**config.mk**
```make
export PLATFORM = sky130hd
export DESIGN_NAME = interp8_14bit
export DESIGN_NICKNAME = d
export VERILOG_FILES = /design/src/rtl/interp8_pkg.sv /design/src/rtl/interp_lerp_calc.sv /design/src/rtl/interp8_14bit.sv
export SDC_FILE = /design/constraint.sdc
export NUM_CORES = 1
export LEC_CHECK = 0
export BUFFER_PORTS_ARGS = -buffer_cell sky130_fd_sc_hd__buf_2
export CELL_PAD_IN_SITES_DETAIL_PLACEMENT = 1
export CELL_PAD_IN_SITES_GLOBAL_PLACEMENT = 1
export CORE_MARGIN = 2
export CORE_UTILIZATION = 51
export DETAILED_ROUTE_END_ITERATION = 6
export PLACE_DENSITY_LB_ADDON = 0.12
export SLEW_MARGIN = 25
export SYNTH_ARGS = -nofsm -noshare
export SYNTH_HDL_FRONTEND = slang
export SYNTH_SLANG_ARGS = --single-unit
export TNS_END_PERCENT = 30
```
**constraint.sdc**
```tcl
create_clock -name CLK -period 17.2 [get_ports CLK]
set_input_delay 3.44 -clock CLK [delete_from_list [all_inputs] [get_ports CLK]]
set_output_delay 3.44 -clock CLK [all_outputs]
set_load 0.02 [all_outputs]
```
**src/rtl/interp8_pkg.sv**
```systemverilog
// Shared types and sizing helpers for the x8 linear interpolating upsampler.
// Latency: n/a (declarations only).
// Backpressure: n/a.
package interp8_pkg;

   localparam int DEF_WIDTH       = 14;
   localparam int DEF_LOG2_FACTOR = 3;

   typedef enum logic [1:0] {
      EMPTY,   // nothing held yet; next sample only primes
      WAIT,    // one sample held, waiting for the next to start a burst
      RUN      // emitting a burst of FACTOR outputs
   } state_t;

   function automatic int factor(input int log2_factor);
      return 1 << log2_factor;
   endfunction

   // C-P of two unsigned samples needs one extra bit for the sign.
   function automatic int diff_w(input int width);
      return width + 1;
   endfunction

   // diff * k, with k kept non-negative by a leading zero bit.
   function automatic int prod_w(input int width, input int log2_factor);
      return width + log2_factor + 2;
   endfunction

   function automatic int k_w(input int log2_factor);
      return log2_factor;
   endfunction

endpackage

```
**src/rtl/interp_lerp_calc.sv**
```systemverilog
// Combinational lerp: P + floor((C-P)*k / FACTOR).
// Latency: 0 cycles (pure combinational).
// Backpressure: none.
// Ports: p, c - endpoint samples; k - step index; lerp - interpolated sample.
module interp_lerp_calc
   import interp8_pkg::*;
#(
   parameter int WIDTH       = DEF_WIDTH,
   parameter int LOG2_FACTOR = DEF_LOG2_FACTOR
) (
   input  logic [WIDTH-1:0]       p,
   input  logic [WIDTH-1:0]       c,
   input  logic [LOG2_FACTOR-1:0] k,
   output logic [WIDTH-1:0]       lerp
);

   localparam int DIFF_W = diff_w(WIDTH);
   localparam int PROD_W = prod_w(WIDTH, LOG2_FACTOR);

   logic signed [DIFF_W-1:0] diff;
   logic signed [PROD_W-1:0] prod;
   logic signed [PROD_W-1:0] shifted;
   logic        [DIFF_W-1:0] sum;
   logic                     lerp_unused;

   assign diff    = $signed({1'b0, c}) - $signed({1'b0, p});
   assign prod    = $signed({{(PROD_W-DIFF_W){diff[DIFF_W-1]}}, diff})
                  * $signed({{(PROD_W-LOG2_FACTOR){1'b0}}, k});
   // Arithmetic shift floors toward minus infinity for falling ramps.
   assign shifted = prod >>> LOG2_FACTOR;
   // The step never exceeds |C-P|, so the sum stays between P and C and the
   // upper bits are redundant.
   assign sum     = {1'b0, p} + shifted[DIFF_W-1:0];
   assign lerp    = sum[WIDTH-1:0];

   assign lerp_unused = ^{shifted[PROD_W-1:DIFF_W], sum[DIFF_W-1]};

endmodule

```
**src/rtl/interp8_14bit.sv**
```systemverilog
// x8 linear interpolating upsampler: 8 evenly spaced outputs from previous toward current sample.
// Latency: first output of a burst valid 1 cycle after the accepting edge; 1 output/cycle sustained.
// Backpressure: OUT_READY stalls the burst; IN_READY only opens on the last output of a burst.
// Ports: CLK, RST (async, active-high); DATA_IN/IN_VALID/IN_READY low-rate input;
//        DATA_OUT/OUT_VALID/OUT_READY high-rate registered output.
module interp8_14bit
   import interp8_pkg::*;
#(
   parameter int WIDTH       = DEF_WIDTH,
   parameter int LOG2_FACTOR = DEF_LOG2_FACTOR
) (
   input  logic             CLK,
   input  logic             RST,
   input  logic [WIDTH-1:0] DATA_IN,
   input  logic             IN_VALID,
   output logic             IN_READY,
   output logic [WIDTH-1:0] DATA_OUT,
   output logic             OUT_VALID,
   input  logic             OUT_READY
);

   localparam int                   KW    = k_w(LOG2_FACTOR);
   localparam logic [KW-1:0]        K_ONE = KW'(1);

   state_t           state;
   logic [WIDTH-1:0] p;
   logic [WIDTH-1:0] c;
   logic [KW-1:0]    k;
   logic [WIDTH-1:0] lerp_next;
   logic             last;

   assign last = &k;   // k == FACTOR-1

   // Combinational from OUT_READY so a new sample lands on the same edge as
   // the last output of the burst, keeping the stream gapless.
   assign IN_READY = (state != RUN) | (last & OUT_READY);

   interp_lerp_calc #(
      .WIDTH       (WIDTH),
      .LOG2_FACTOR (LOG2_FACTOR)
   ) u_lerp (
      .p    (p),
      .c    (c),
      .k    (k + K_ONE),
      .lerp (lerp_next)
   );

   always_ff @(posedge CLK or posedge RST) begin
      if (RST) begin
         state     <= EMPTY;
         p         <= '0;
         c         <= '0;
         k         <= '0;
         DATA_OUT  <= '0;
         OUT_VALID <= 1'b0;
      end else begin
         case (state)
            EMPTY: begin
               if (IN_VALID) begin
                  p     <= DATA_IN;
                  c     <= DATA_IN;
                  state <= WAIT;
               end
            end
            WAIT: begin
               if (IN_VALID) begin
                  p         <= c;
                  c         <= DATA_IN;
                  k         <= '0;
                  DATA_OUT  <= c;   // k=0 output is exactly the old endpoint
                  OUT_VALID <= 1'b1;
                  state     <= RUN;
               end
            end
            RUN: begin
               if (OUT_READY) begin
                  if (!last) begin
                     k        <= k + K_ONE;
                     DATA_OUT <= lerp_next;
                  end else if (IN_VALID) begin
                     p         <= c;
                     c         <= DATA_IN;
                     k         <= '0;
                     DATA_OUT  <= c;
                  end else begin
                     OUT_VALID <= 1'b0;
                     state     <= WAIT;
                  end
               end
            end
            default: begin
               state     <= EMPTY;
               OUT_VALID <= 1'b0;
            end
         endcase
      end
   end

endmodule

```
Yosys cells after proc, flatten, opt, wreduce, memory -nomap -nowiden
Cells that the tools add are included.
{ "word_totals": {"wordCells": 60, "reg_bits": 48} }
{ "op_classes": {"reduce_logical": 11, "addsub": 3, "n_mul": 1, "eq_ne": 8, "n_bitwise": 3, "mux": 28} }
{ "ops": {"columns": ["operator", "n"], "rows": [
  ["two-way mux 14 bit", 10],
  ["one-hot mux 14 bit (2 select lines)", 2],
  ["one-hot mux 14 bit (3 select lines)", 1],
  ["multiplier 15 x 4 -> 17 bit", 1],
  ["subtractor 14 x 14 -> 15 bit", 1],
  ["adder 14 bit", 1],
  ["inequality test 2 bit, second input constant", 6],
  ["two-way mux 2 bit", 5],
  ["AND reduction 5 bit", 2],
  ["two-way mux 3 bit", 3],
  ["one-hot mux 2 bit (3 select lines)", 1],
  ["one-hot mux 3 bit (2 select lines)", 1],
  ["AND reduction 3 bit", 2],
  ["two-way mux 1 bit", 4],
  ["AND reduction 4 bit", 1],
  ["nonzero test 2 bit", 2],
  ["adder 3 x 1 -> 3 bit, second input constant", 1],
  ["one-hot mux 1 bit (3 select lines)", 1],
  ["nonzero test 3 bit", 1],
  ["equality test 2 x 1 -> 1 bit, second input constant", 1],
  ["equality test 2 bit, second input constant", 1],
  ["zero test 2 bit", 1],
  ["AND reduction 2 bit", 1],
  ["OR reduction 2 bit", 1],
  ["3 further kinds", 3]
]} }

Depth between registers and ports, before layout
{ "depth": {"ltp_word": 6, "ltp_mapped": 31, "mapped_depth_nobuf": 31} }

By module
Synthesis repeated with hierarchy kept, for this count alone.
{ "unflattened": {"hier_cells": 563, "hier_area_um2": 5262.5} }
{ "modules_own_cells": {"columns": ["mod", "seq_area_each_um2", "instances", "cells_each", "area_per_inst_um2"], "rows": [
  ["interp_lerp_calc", 0.0, 1, 375, 2787.7],
  ["interp8_14bit", 1201.2, 1, 188, 2474.9]
]} }

Worst setup path after synthesis
No wires, ideal clock.
{ "synth_path": {"path_type": "input to output", "from": "input port OUT_READY", "to": "output port IN_READY", "cell_stages": 4, "t_arrival_ns": 3.930, "slack_ns": 9.830, "path_buffers": 1, "cell_sequence": "nand2_1 > and2_1 > clkbuf_1 > inv_1"} }
{ "synth_between": {"elab_chain_cells": 2} }
{ "synth_lines": {"columns": ["item", "line_no", "text"], "rows": [
  ["start, declared", "interp8_14bit.sv:19", "input logic OUT_READY"],
  ["bitwise AND 1 bit", "interp8_14bit.sv:36", "assign IN_READY = (state != RUN) | (last & OUT_READY);"],
  ["OR 1 bit", "interp8_14bit.sv:36", null],
  ["end, declared", "interp8_14bit.sv:16", "output logic IN_READY,"]
]} }
Every way passes these cells.

Worst setup path after layout
Same ends and word-level chain as after synthesis.

==> metrics.txt <==
final WL 12130 um; Worst Path Max Fanout 6; Synth Net Count 696; Multi-input gate area 3487 um^2; crit-path cells buf_2 -> nand2_1 -> and2_1 -> inv_1 -> buf_2; Area Overhead vs Synth 8.010%; Via Count 4098; DRC viols 0; flop2flop setup slack 11.12 ns; outcome finished, final reports clean; ANT cells 0; commonest non-fill, non-tap cells in the layout inv_1, ha_1, nor2_1, dfrtp_1, a21oi_1; wire per inst 16.00 um; first-pass GRT wire length 20820 um; synthesized flop and latch total 48; Seq/Total Area, Yosys 0.2373; crit-path most repeated cell buf_2; Post-synth EDFFs 0; ys async rst share 1.000; CP max stage delay 0.25 ns; num ports 34; Hold Path Origin DATA_OUT[12]$_DFFE_PP0P_; Unique masters post-synth 56; final hold vios 0; Die ar. 10740 um^2; Final Max Tran Viols 0; Final period util 0.4414; Overall Global Routing Usage 0.2360; clk root buf clkbuf_8; First-pass DRT Iterations 4; TritonCTS Buffers 5; DRT iter0 DRCs 88; RR Startpoint k[0]$_DFFE_PP0P_; Hold Path Sink DATA_OUT[12]$_DFFE_PP0P_; Warnings, synthesis 0; port bufs 33; Final nets 720; H-Tree Level Count 2; Final HPWL DP 9808 um; vias in the first global route 4379; largest net degree at the start of global routing 49; crit path DAT 4.15 ns; Post-CTS Hold Buffers 0; slew margin rel. 0.4242; most common cell after layout, fill and taps aside inv_1; FF+latch area 1201 um^2; type of origin of the critical path input pin; Die Span Y 103.6 um; clock sink count 48; Cell Area, Synth 5061 um^2; Resized Gates After CTS 0; FF-to-FF End DATA_OUT[13]$_DFFE_PP0P_; HP Class reg2reg; Critical-path top delay cell and2_1; site row count 36; Avg Vias per Cell 5.406; minimum clock period 7.593 ns; Worst R2R Path Depth 26; fillers 1208; # setup viols final 0; Cells after Synth 600; worst-margin pin slew 0.8620 ns; Critical Path Start OUT_READY; post-CTS setup buffer count 0; Crit Path Category in2out; max-cap check violation count 0; TNS Setup 0 ns; Clock Latency Late Sink 0.32 ns; CORE AREA 9684 um^2; worst path required time 13.76 ns; Worst Setup End Kind output port; layout cells sized above 1 0.1072; CTS tree done; remaining global-route overflow 0; largest cells by area after synthesis dfrtp_1, ha_1, fa_1, inv_1, xnor2_1; prevailing post-synth register cell dfrtp_1; syn avg cell area 8.435 um^2; Clock transition at path regs 0.08 ns; placer congestion estimate 0.8056; area leader, netlist dfrtp_1; Initial Utilization 0.5226; fmax 0.1317 GHz; Worst Skew 0.006777 ns; RSZ-0062 raised after global routing false; worst hold stages 1; initial antenna violation count 0; share of the synthesized area in the top cell type 0.2373; CTS max path bufs 2; Final ANT Viol Nets 0; die width 103.6 um
## registers in the layout, summed over array words and instances (netlist names)
register / flops
DATA_OUT: 14
OUT_VALID: 1
c: 14
k: 3
p: 14
state: 2
## critical path, delay by kind of cell
family | cells | cell delay (ns)
simple gates | 2 | 0.31
buf+inv | 3 | 0.39
## cells by family (layout without fill, tap and decap cells)
family	after synthesis	in the layout	synth area share
xor+xnor	38	38	0.06576
buf+inv	99	124	0.07367
fa+ha+maj	78	78	0.2166
flops	48	48	0.2373
compound gates	133	133	0.1758
mux	26	26	0.05414
simple gates	178	178	0.1768
## routing by layer
layer,global-route usage,share of wire,vias to the layer above
met2,0.3997,0.47,36
met3,0.01133,0.013,8
li1,-,-,2068
met5,0,0,-
met4,0.05985,0.011,0
met1,0.3328,0.51,1986
## worst max path at each step
stage	to	slack, ns	cells after the start
after CTS	IN_READY	9.61	5
after global routing	IN_READY	9.56	5
final	IN_READY	9.61	5
after global placement	IN_READY	9.68	5
after detailed placement	IN_READY	9.63	5
after floorplan	IN_READY	9.83	4
## synth_stat cells, types with 7 or more instances
cell / count
nand2b_1: 15
inv_1: 81
nor3_1: 14
o21ai_0: 28
nand2_1: 25
xnor2_1: 34
a21o_1: 7
fa_1: 16
dfrtp_1: 48
mux2_2: 11
a21oi_1: 42
nor2_1: 60
clkbuf_1: 15
nor2b_1: 13
mux2i_1: 15
ha_1: 62
and2_1: 26
## area by class of cell
| cell class | instances | area share |
|---|---|---|
| Clock buffer | 7 | 0.01762 |
| Clock inverter | 1 | 0.005493 |
| Inverter | 81 | 0.05585 |
| Multi-Input combinational cell | 453 | 0.6379 |
| Sequential cell | 48 | 0.2197 |
| Tap cell | 133 | 0.03044 |
| Timing Repair Buffer | 35 | 0.03296 |
## metrics by stage
step | util | hold WS (ns) | instance area [um^2] | cells | setup WS [ns]
floorplan | - | 0.4953 | 5061 | 600 | 9.830
global placement | 0.5513 | 0.4743 | 5339 | 750 | 9.681
detailed placement | 0.5513 | 0.4773 | 5339 | 750 | 9.632
CTS | 0.5643 | 0.5047 | 5465 | 758 | 9.608
global route | 0.5645 | 0.5242 | 5466 | 758 | 9.555
finish | 0.5645 | 0.5065 | 5466 | 758 | 9.607
Power is left out: the tool's default activity adds up to more than one toggle a clock period on the data nets, which glitch-free logic cannot reach.
